==> src/rtl/multi_latch_capture_pkg.sv <==
// Shared encodings and widths for the multi-channel switch capture block.
package multi_latch_capture_pkg;
  localparam logic MODE_PAR = 1'b0;
  localparam logic MODE_SEQ = 1'b1;
  localparam int   CNT_W    = 8;
endpackage

==> src/rtl/btn_debounce.sv <==
// Push-button conditioner: 2-flop synchroniser, stability counter, rising-edge pulse.
module btn_debounce #(
  parameter int DB_CYCLES = 4
) (
  input  logic clk,
  input  logic rst_n,
  input  logic btn_raw,
  output logic press,
  output logic level
);
  localparam int            CW      = $clog2(DB_CYCLES);
  localparam logic [CW-1:0] CNT_MAX = CW'(DB_CYCLES - 1);

  logic          s1, s2, stable, stable_d;
  logic [CW-1:0] cnt;

  always_ff @(posedge clk or negedge rst_n) begin
    if (!rst_n) begin
      s1       <= 1'b0;
      s2       <= 1'b0;
      stable   <= 1'b0;
      stable_d <= 1'b0;
      cnt      <= '0;
    end else begin
      s1       <= btn_raw;
      s2       <= s1;
      stable_d <= stable;
      // Any return to the accepted level restarts the stability window.
      if (s2 == stable) begin
        cnt <= '0;
      end else if (cnt == CNT_MAX) begin
        stable <= s2;
        cnt    <= '0;
      end else begin
        cnt <= cnt + 1'b1;
      end
    end
  end

  assign press = stable & ~stable_d;
  assign level = stable;
endmodule

==> src/rtl/multi_latch_capture.sv <==
// Captures switch data on debounced button presses, all channels or one per press.
module multi_latch_capture
  import multi_latch_capture_pkg::*;
#(
  parameter int CH_NUM    = 4,
  parameter int CH_W      = 4,
  parameter int DB_CYCLES = 4,
  parameter int PTR_W     = 2
) (
  input  logic                   clk,
  input  logic                   rst_n,
  input  logic                   button,
  input  logic                   mode,
  input  logic                   clr,
  input  logic [CH_NUM*CH_W-1:0] data_in,
  output logic [CH_NUM*CH_W-1:0] data_out,
  output logic                   cap_valid,
  output logic [PTR_W-1:0]       ptr,
  output logic [CNT_W-1:0]       cap_cnt
);
  logic press, level, commit;
  logic [CH_NUM-1:0][CH_W-1:0] ch_in, ch_q;

  btn_debounce #(.DB_CYCLES(DB_CYCLES)) u_db (
    .clk     (clk),
    .rst_n   (rst_n),
    .btn_raw (button),
    .press   (press),
    .level   (level)
  );

  // clr wins over a coincident press, which is then lost.
  assign commit   = press & level & ~clr;
  assign ch_in    = data_in;
  assign data_out = ch_q;

  always_ff @(posedge clk or negedge rst_n) begin
    if (!rst_n) begin
      ch_q      <= '0;
      cap_valid <= 1'b0;
      ptr       <= '0;
      cap_cnt   <= '0;
    end else begin
      cap_valid <= commit;
      if (clr) begin
        ch_q    <= '0;
        ptr     <= '0;
        cap_cnt <= '0;
      end else if (commit) begin
        cap_cnt <= cap_cnt + 1'b1;
        if (mode == MODE_PAR) begin
          ch_q <= ch_in;
          ptr  <= '0;
        end else begin
          for (int k = 0; k < CH_NUM; k++)
            if (ptr == PTR_W'(k)) ch_q[k] <= ch_in[k];
          ptr <= (ptr == PTR_W'(CH_NUM - 1)) ? '0 : ptr + 1'b1;
        end
      end
    end
  end
endmodule

==> config.mk <==
export PLATFORM = sky130hd
export DESIGN_NAME = multi_latch_capture
export DESIGN_NICKNAME = d
export VERILOG_FILES = /design/src/rtl/multi_latch_capture_pkg.sv /design/src/rtl/btn_debounce.sv /design/src/rtl/multi_latch_capture.sv
export SDC_FILE = /design/constraint.sdc
export NUM_CORES = 1
export LEC_CHECK = 0
export ABC_AREA = 1
export BUFFER_PORTS_ARGS = -buffer_cell sky130_fd_sc_hd__clkbuf_2
export CAP_MARGIN = 20
export CORE_AREA = 2 2 68 70
export CTS_CLUSTER_DIAMETER = 30
export DETAILED_ROUTE_END_ITERATION = 7
export DIE_AREA = 0 0 70 72
export PLACE_DENSITY = 0.57
export SLEW_MARGIN = 20
export SYNTH_ARGS = -nofsm -noshare
export SYNTH_HDL_FRONTEND = slang
export SYNTH_SLANG_ARGS = --single-unit
==> constraint.sdc <==
create_clock -name clk -period 1.2 [get_ports clk]
set_input_delay 0.12 -clock clk [delete_from_list [all_inputs] [get_ports clk]]
set_output_delay 0.12 -clock clk [all_outputs]
set_load 0.005 [all_outputs]
==> results of run 1 <==
-- flip-flops by register name (all words and copies together) (netlist names), 2 cells and up --
signal    cells
cap_cnt       8
data_out     16
u_db.cnt      2
ptr           2
-- worst min-delay path by stage --
stage                from     endpoint  slack [ns]
2_1_floorplan       rst_n   cap_cnt[0]       -0.18
3_3_place_gp        rst_n   cap_cnt[5]        0.18
3_5_place_dp        rst_n   cap_cnt[5]        0.17
4_1_cts        data_in[6]  data_out[6]        0.06
5_1_grt        data_in[1]  data_out[1]        0.07
6_report       data_in[6]  data_out[6]        0.06
-- layout by cell type, fill, tap and decap left out, types with 2 or more instances in the layout --
cell            n
inv_1          10
nand2_4         3
nor2_1          6
ha_1            5
buf_4          12
nand3_1        22
nor2_2          2
dfrtp_1        33
nand2_1        45
clkbuf_8        5
dlygate4sd3_1   2
nand2_2         8
nor2_4          3
a21oi_1         4
clkinv_2        2
clkbuf_2       47
inv_2           4
-- report_power, final --
group	switching [mW]	internal, mW
clock network	0.404	0.402
logic	0.546	0.518
registers	0.158	1.35
-- stage by stage --
step,hold WS [ns],instance area (um^2),std cells
floorplan,-0.176,1440,157
detailed placement,0.174,1790,262
global placement,0.177,1790,262
CTS,0.0566,1900,272
global route,0.0701,2010,277
finish,0.0605,2010,277
-- worst register-to-register path: stages (launching register included) --
cell and delay, ns:
dfrtp_1 0.43, ha_1 0.22, inv_1 0.06, nand2_2 0.10, nand2_1 0.15, nand2_1 0.06
nand2_1 0.05
-- layer usage --
metal	up-vias	part of all wire, %
met2	36	43
met4	0	1.9
met3	8	7.4
met1	545	48
li1	630	-
met5	-	0
-- cell families (layout without fill, tap and decap cells) --
kind of cell             after synthesis  in the layout
XOR/XNOR                               1              1
flip-flops                            33             33
AND/OR/NAND/NOR                       92             92
AO/OA/AOI/OAI                          8              8
buffers and inverters                 16             84
multiplexers                           1              1
adder cells (fa/ha/maj)                6              6
-- cell type report --
type                            instances  area share [%]
Sequential cell                        33            41.2
Multi-Input combinational cell        108            30.6
Timing Repair Buffer                   62            18.2
Clock buffer                            6            3.62
Tap cell                               52            3.24
Inverter                               14            2.62
Clock inverter                          2           0.499
-- synthesized netlist by cell type --
cell type and n:
nand2_1 55, dfrtp_1 33, nand3_1 23, inv_1 13, nor2_1 7, ha_1 6
a21oi_1 4, nor2_2 3, buf_4 2, inv_2 1, mux2_2 1, nand2_2 1
nor2_4 1, nor3_1 1, nor3b_2 1, o21a_1 1, o21ai_0 1, o21ai_1 1
o31ai_1 1, xnor2_1 1
-- repair_timing --
action,in CTS,in global routing
gates resized for setup,1,22
pin swaps,0,8
endpoints found under the hold margin,34,0
setup endpoints to repair,11,23
hold buffers,2,0
buffers inserted,0,6
==> impl_results.md, run 1 <==
* Period minus WS final at 1.13 ns
* Main area contributors after synthesis: dfrtp_1 (58%), nand2_1 (14%), nand3_1 (8.0%)
* Vias at 1219
* Met3 usage at 4.58%
* Core area at about 4300 um^2
* Antenna Cells at 0
* Worst R2R End: data_out[15]
* Pwr/cell area at 1690 nW/um^2
* Post-synthesis adder-cell area fraction at around 5.2%
* Critical path depth in cells at 6
* GRT Total Usage at 13.0%
* Clk root buf: clkbuf_8
* FF/Latch Area at 826 um^2
* CP Capture Point: data_out[15]
* Starting density of the core at 33.7%
* Fin nets at 251
* Worst Path Max Fanout at 6
* Reg2Reg Depth at 6
* Met1 usage at 17.0%
* Max-cap violations at 0
* FMAX at 885 MHz
* Area leader, netlist: dfrtp_1
* Die ar. at 5040 um^2
* Critical Path Start Type: register
* Post-synthesis xor/xnor area fraction at 0.610%
* Setup TNS at 0 ns
* Final hold vios at 0
* Critical Path AT at 1.35 ns
* Final setup margin at ~0.07 ns
* Sequential share of the synthesized area at 57.5%
* CP Class: reg2reg
* Layout area overhead at 39.8%
* Worst Tran Pin Value at 0.427 ns
* Yosys reg bits at 33
* Final GP Congestion at 0.698
* R2R setup slack at 0.07 ns
* CTS buffer count at 5
* Syn avg cell area at a little over 9 um^2
* Cell Rows at 24
* WL/cell at 11.0 um
* Largest net degree at the start of global routing at 34
* VDD IR-drop max at 0.827 mV
* Top-level I/O count at 48
* Layout cells sized above 1 at between 40 and 50%
* Slowest stage delay, CP at 0.43 ns
* H-tree level count at 2
* Met2 Use GR at 19.8%
* Pre-CTS WS at -0.00227 ns
* DR pass1 iterations at 4
* RSZ-0062 raised after global routing: true
* Latest clock arrival within the worst-skew pair at 0.28 ns
* Filler cell count at roughly 430
* Initial DRC count at 57
* CTS Buffer Depth at 2
* Final core occ at approximately 47%
* DP Wirelength at 2140 um
* Die Y at ~70 um
* Reg2reg start: ptr[0]
* Slowest cell on the critical path: dfrtp_1
* Area of the multi-input gates at 614 um^2
* Routed vias/inst at roughly 4.4
* Hold WC Path Type: in2reg
* GRT busiest layer: met2
* Cell count after synthesis at 157
* Syn nets at 184
* Worst Hold Depth at 3
* Synthesis Warnings at 0
* Post-Synth Simple-Gate Area at 28.0%
* Crit path cell chain: ha_1 -> inv_1 -> nand2_2 -> nand2_1 -> nand2_1 -> nand2_1
* Die W at about 70 um
* Clk_skew at 0.00143 ns
* Status: finished, final reports clean
* Relative slew slack at 71.5%
* Port bufs at 47
* CP top delay family: flip-flops
* Synthesized cell area at around 1400 um^2
* First-pass GRT wire length at 5210 um
* Slew Limit Fails at 0
* Required time worst endpoint at 1.43 ns
* Crit end category: register
* Final period utilization at between 90 and 100%
* CTS tree: built
* GR Overflow Total at 0
* Final setup fails at 0
* Number of global-route vias before repair at 1185
* Yosys top cell area share at 57.5%
* Post-route total power at 3.38 mW
* Count of cell types in the netlist at 20
* Sink Count at 33
* DRT antenna net count at 0
* Largest family of logic cells by synthesized area: simple AND/OR/NAND/NOR gates
* Cell mode on critical path: nand2_1
* Post-synthesis mux area share at 0.785%
* Crit path buf inv count at 1
* Final WL at 3050 um
* DRC at 0
* Post-synthesis compound-gate area fraction at 3.14%
* Leak at ~1.1 nW
* Initial antenna violation count at 0
* Clock Pin Slew Worst Setup and Hold Paths at 0.07 ns
* Critical Path Source: ptr[0]
Power figures use the tool's default switching activity.
==> run 2: changes to the inputs <==
Settings changed: ABC_AREA 1 to unset, CAP_MARGIN 20 to 10, CORE_AREA 2 2 68 70 to 2 2 96 52, DIE_AREA 0 0 70 72 to 0 0 98 54.
==> run 2 against run 1 <==
Compared with the run above:
- non-clock buffer count grew 16
- flip-flop and latch count is the same
- largest cell class is now multi-input gates
- critical path type unchanged
- sequential share of layout area shrank 6.5 points
- cell count grew 2.9%
- critical path depth shrank 3
- via count grew 15%
- the flow now finishes with violations (negative setup slack)
==> impl_results.md, run 2 <==
* Die W at 98 um
* Sw Ratio at between 30% and 40%
* Post-synth EDFFs at 0
* Core area at 4570 um^2
* Commonest non-fill, non-tap cell in the layout: clkbuf_2
* CP Class: reg2reg
* H-tree level count at 2
* Final GP Congestion at 0.795
* Syn nets at 173
* Yosys top cell area share at approximately 56%
* DP Wirelength at 2850 um
* Largest net degree at the start of global routing at 34
* Area leader, netlist: dfrtp_1
* Die ar. at 5290 um^2
* CTS buffer count at 5
* Main area contributors after synthesis: dfrtp_1 (56%), a21oi_1 (7.8%), nand3_1 (6.8%)
* RSZ-0062 raised after global routing: true
* NetSw at approximately 1.3 mW
* Top-level I/O count at 48
* Internal power component at approximately 2.5 mW
* Syn avg cell area at 10.1 um^2
* Cells after DPL at 269
* Worst Path Max Fanout at 6
* Crit path cell chain: nand3_2 -> or4_1 -> a21oi_1
* Post-synthesis async set-or-reset flop share at 100%
* Pwr/cell area at 1600 nW/um^2
* Sink Count at 33
* Vias at 1403
* First-pass GRT wire length at 6380 um
* Yosys reg bits at 33
* GR Overflow Total at 0
* Latest clock arrival within the worst-skew pair at 0.28 ns
* CTS Buffer Depth at 2
* Crit end category: register
* Final WL at 4210 um
* Cell Rows at 18
* Final hold vios at 0
* Final period utilization at 104%
* CTS tree: built
* Clk root buf: clkbuf_8
* Fin nets at between 200 and 300
* Sequential Power Share at between 30% and 40%
* Starting density of the core at approximately a third
* Most frequent cells in the layout: clkbuf_2 (47), dfrtp_1 (30), buf_4 (24)
* Synth cell count leaders: dfrtp_1 (33), a21oi_1 (23), nand3_1 (20)
* Count of cell types in the netlist at 22
* Reg2reg start: cap_cnt[2]
* Max FFs per register at 16
* Final setup fails at 5
* Synthesized cell area at 1480 um^2
* Slowest stage delay, CP at 0.51 ns
* Worst Tran Pin Value at between 0.3 and 0.4 ns
* Port bufs at 47
* Number of global-route vias before repair at roughly 1300
* Layout cells sized above 1 at between 60% and 70%
* Routed vias/inst at around 5
* Synthesis Warnings at 0
* Hold slack at 0.0637 ns
* Leak at 1.09 nW
* Worst Hold Launch: data_in[10]
* Sequential share of the synthesized area at 55.7%
* Violated checks: negative setup slack
* Cell count after synthesis at 146
* DR pass1 iterations at 4
* Initial antenna violation count at 0
* Die Y at 54 um
* Clock network power share at between 20% and 30%
* Post-route total power at between 3 and 4 mW
* Required time worst endpoint at 1.41 ns
* Clock Pin Slew Worst Setup and Hold Paths at 0.07 ns
* VDD IR-drop max at 0.628 mV
* Clk_skew at 0.00347 ns
* DRC at 0
* Slew Limit Fails at 0
* Critical Path AT at 1.46 ns
* Hold WC Path Type: in2reg
* Final setup margin at -0.0495 ns
* Ys flop type: dfrtp_1
* Layout area overhead at 61.5%
* DRT antenna net count at 0
* Pre-CTS WS at -0.0927 ns
* Fin cells at 285
* Critical Path Source: cap_cnt[2]
* Slowest cell on the critical path: or4_1
* Relative slew slack at between 70 and 80%
* Antenna Cells at 0
* Period minus WS final at 1.25 ns
* Max-cap violations at 0
* Status: finished with violations
* GRT Total Usage at 15.9%
* Critical Path Start Type: register
* Combinational power share at 37.3%
* Initial DRC count at 42
* FMAX at 800 MHz
* WL/cell at 14.8 um
* Most frequent cell after synthesis: dfrtp_1
==> run 2: timing repair <==
item / 4_1_cts / 5_1_grt
pin swaps: 6 / 22
setup endpoints to repair: 24 / 23
hold buffers: 2 / 0
setup buffers: 5 / 1
hold endpoints to repair: 34 / 0
resized for setup: 9 / 71
==> run 2: path summary, 6_finish.rpt <==
path                                endpoint  depth (start not counted)  slack [ns]
worst max register to register    cap_cnt[5]                          3       -0.05
worst min register to register       u_db.s2                          0        0.36
worst min-delay path            data_out[10]                          3        0.06
worst max-delay path              cap_cnt[5]                          3       -0.05
max in group asynchronous         u_db.level                          3        0.68
min in group asynchronous            u_db.s1                          3        0.33
==> run 2: kinds of logic after synthesis <==
group / Yosys count / share of synthesized area, %
simple gates: 50 / 18.6
compound gates: 43 / 14.9
flops: 33 / 55.7
buf+inv: 9 / 2.45
fa+ha+maj: 6 / 5.07
xor+xnor: 3 / 1.77
mux: 2 / 1.52
==> run 2: per-stage QoR <==
step                      util (%)  TNS (ns)  area, um^2
final                         52.3    -0.149        2390
after global routing          52.3    -0.975        2390
after CTS                     47.2    -0.310        2160
after detailed placement      42.9    -0.777        1960
after global placement        42.9    -0.727        1960
after floorplan                  -   -0.0111        1490
==> run 2: power groups by stage <==
stage	registers (mW)	logic, mW	clock network [mW]
floorplan	1.47	0.547	0
global placement	1.48	1.06	0
detailed placement	1.47	1.06	0
CTS	1.44	1.17	0.951
global route	1.51	1.56	1.00
finish	1.48	1.43	0.919
==> run 2: cell type report <==
| cell class | instances | area (um^2) |
|---|---|---|
| Clock buffer | 7 | 96.3 |
| Fill cell | 433 | 2180 |
| Inverter | 2 | 12.5 |
| Multi-Input combinational cell | 104 | 873 |
| Sequential cell | 33 | 830 |
| Clock inverter | 1 | 5.00 |
| Timing Repair Buffer | 78 | 500 |
| Tap cell | 60 | 75.1 |
==> run 2: critical path, delay by kind of cell (launching register included) <==
| family | cells | cell delay (ns) |
|---|---|---|
| flip-flops | 1 | 0.40 |
| AO/OA/AOI/OAI | 1 | 0.13 |
| AND/OR/NAND/NOR | 2 | 0.66 |
==> run 2: layer usage <==
layer | up-vias | track usage, % | part of all wire [%]
met5 | - | 0 | 0
met4 | 0 | 3.47 | 0.31
met3 | 2 | 5.84 | 6.7
met2 | 50 | 20.8 | 42
met1 | 673 | 24.3 | 51
li1 | 678 | - | -
==> run 3: changes to the inputs <==
Clock period 1.2 ns to 1.4 ns, I/O delays scaled along.
==> run 3 against run 2 <==
Compared with the run above:
- the flow now finishes without violations
- power fell by 28%
- sequential power fell by 16%
- core utilization fell by 10 points
- clock power fell by 24%
- via count fell by 7.1%
==> impl_results.md, run 3 (same netlist as run 2, synthesis figures left out) <==
* Filler cell count at 474
* Final setup fails at 0
* CP Class: reg2reg
* Final WL at roughly 3700 um
* Required time worst endpoint at about 1.6 ns
* FF/Latch Area at 827 um^2
* Hold WC Path Type: in2reg
* Clk_skew at between 0.004 and 0.005 ns
* Routed vias/inst at 4.94
* Layout area overhead at 30.7%
* Final period utilization at 95.5%
* Period minus WS final at around 1.3 ns
* Core area at 4570 um^2
* Status: finished, final reports clean
* Post-route total power at 2.76 mW
* Sink Count at 33
* Leak at 0.915 nW
* Slew Limit Fails at 0
* Setup Fix Bufs, Post-CTS at 0
* GRT Total Usage at 15.2%
* Placed cell area at 1820 um^2
* Crit end category: register
* RSZ-0062 raised after global routing: true
* Layout cells sized above 1 at between 30 and 40%
* Fin cells at 264
* Largest net degree at the start of global routing at 34
* Initial antenna violation count at 0
* Vias at approximately 1300
* Pre-CTS WS at 0.0779 ns
* Worst Tran Pin Value at around 0.45 ns
* Latest clock arrival within the worst-skew pair at about 0.28 ns
* Critical Path AT at ~1.5 ns
* CTS buffer count at 5
* Die ar. at 5290 um^2
* Final setup margin at approximately 0.063 ns
* Hold slack at 0.0788 ns
* GR Overflow Total at 0
* Most frequent cells in the layout: clkbuf_2 (47), dfrtp_1 (32), a21oi_1 (23)
* Cells after DPL at 254
* Die W at 98 um
* Design area at 1940 um^2
* Area of the multi-input gates at 629 um^2
* Antenna Cells at 0
* First-pass GRT wire length at 6050 um
* Relative slew slack at ~70%
* Commonest non-fill, non-tap cell in the layout: clkbuf_2
* Setup TNS at 0 ns
* Die Y at 54 um
* DRC at 0
* Fin nets at 230
* CTS tree: built
* Final hold vios at 0
* DP Wirelength at 2680 um
* Number of global-route vias before repair at 1253
* H-tree level count at 2
* CTS Buffer Depth at 2
* Clk root buf: clkbuf_8
* DR pass1 iterations at 4
* DRT antenna net count at 0
* VDD IR-drop max at 0.428 mV
* Pwr/cell area at 1420 nW/um^2
* Critical Path Start Type: register
* Clock Pin Slew Worst Setup and Hold Paths at 0.07 ns
* R2R setup slack at roughly 0.063 ns
* Top-level I/O count at 48
* Max FFs per register at 16
* Final GP Congestion at roughly 0.77
* Cell Rows at 18
* Port bufs at 47
* Max-cap violations at 0
* Worst Path Max Fanout at 5
* FMAX at approximately 750 MHz
* Starting density of the core at 32.4%
* WL/cell at 14.2 um
* Initial DRC count at 57
* Final core occ at around 42%
-- run 3: changes by cell type in the layout (fill, tap and decap cells not counted), moves of 6 or more --
cell / change
a21oi_2: -14
buf_4: -16
nand3_2: -10
o21ai_1: -10
o21ai_0: +16
a21oi_1: +14
nand3_1: +10
o21ai_2: -6
-- run 3: worst max-delay path, cell delays in order (launching register included) --
cell	delay, ns
dfrtp_1	0.40
nand2b_2	0.22
or4_1	0.50
a21oi_1	0.14
-- run 3: worst paths after layout --
kind / endpoint / depth (start not counted) / from
max in group asynchronous: cap_cnt[0] / 3 / rst_n
worst min register to register: u_db.s2 / 0 / u_db.s1
worst min-delay path: data_out[8] / 3 / data_in[8]
worst max register to register: cap_cnt[7] / 3 / u_db.stable_d
worst max-delay path: cap_cnt[7] / 3 / u_db.stable_d
min in group asynchronous: cap_valid / 3 / rst_n
-- run 3: timing repair --
action,in CTS,in global routing
resized for setup,0,5
hold endpoints to repair,34,0
hold buffers,2,0
setup endpoints to repair,0,18
-- run 3: metal layers --
metal | part of all wire (%) | GRT usage [%]
met1 | 54 | 22.1
met2 | 38 | 21.3
met3 | 7.6 | 5.32
met4 | 0 | 4.17
met5 | 0 | 0
-- run 3: area by class of cell --
class / count / area share [%]
sequential: 33 / 42.7
tap: 60 / 3.88
timing repair buffer: 57 / 16.3
inverter: 2 / 0.388
clock buffer: 6 / 3.75
clock inverter: 2 / 0.517
multi-input combinational: 104 / 32.5
-- run 3: report_power, final --
group / total [mW] / switching (mW) / internal [mW]
Sequential: 1.24 / 0.119 / 1.12
Combinational: 0.824 / 0.461 / 0.363
Clock: 0.696 / 0.352 / 0.345
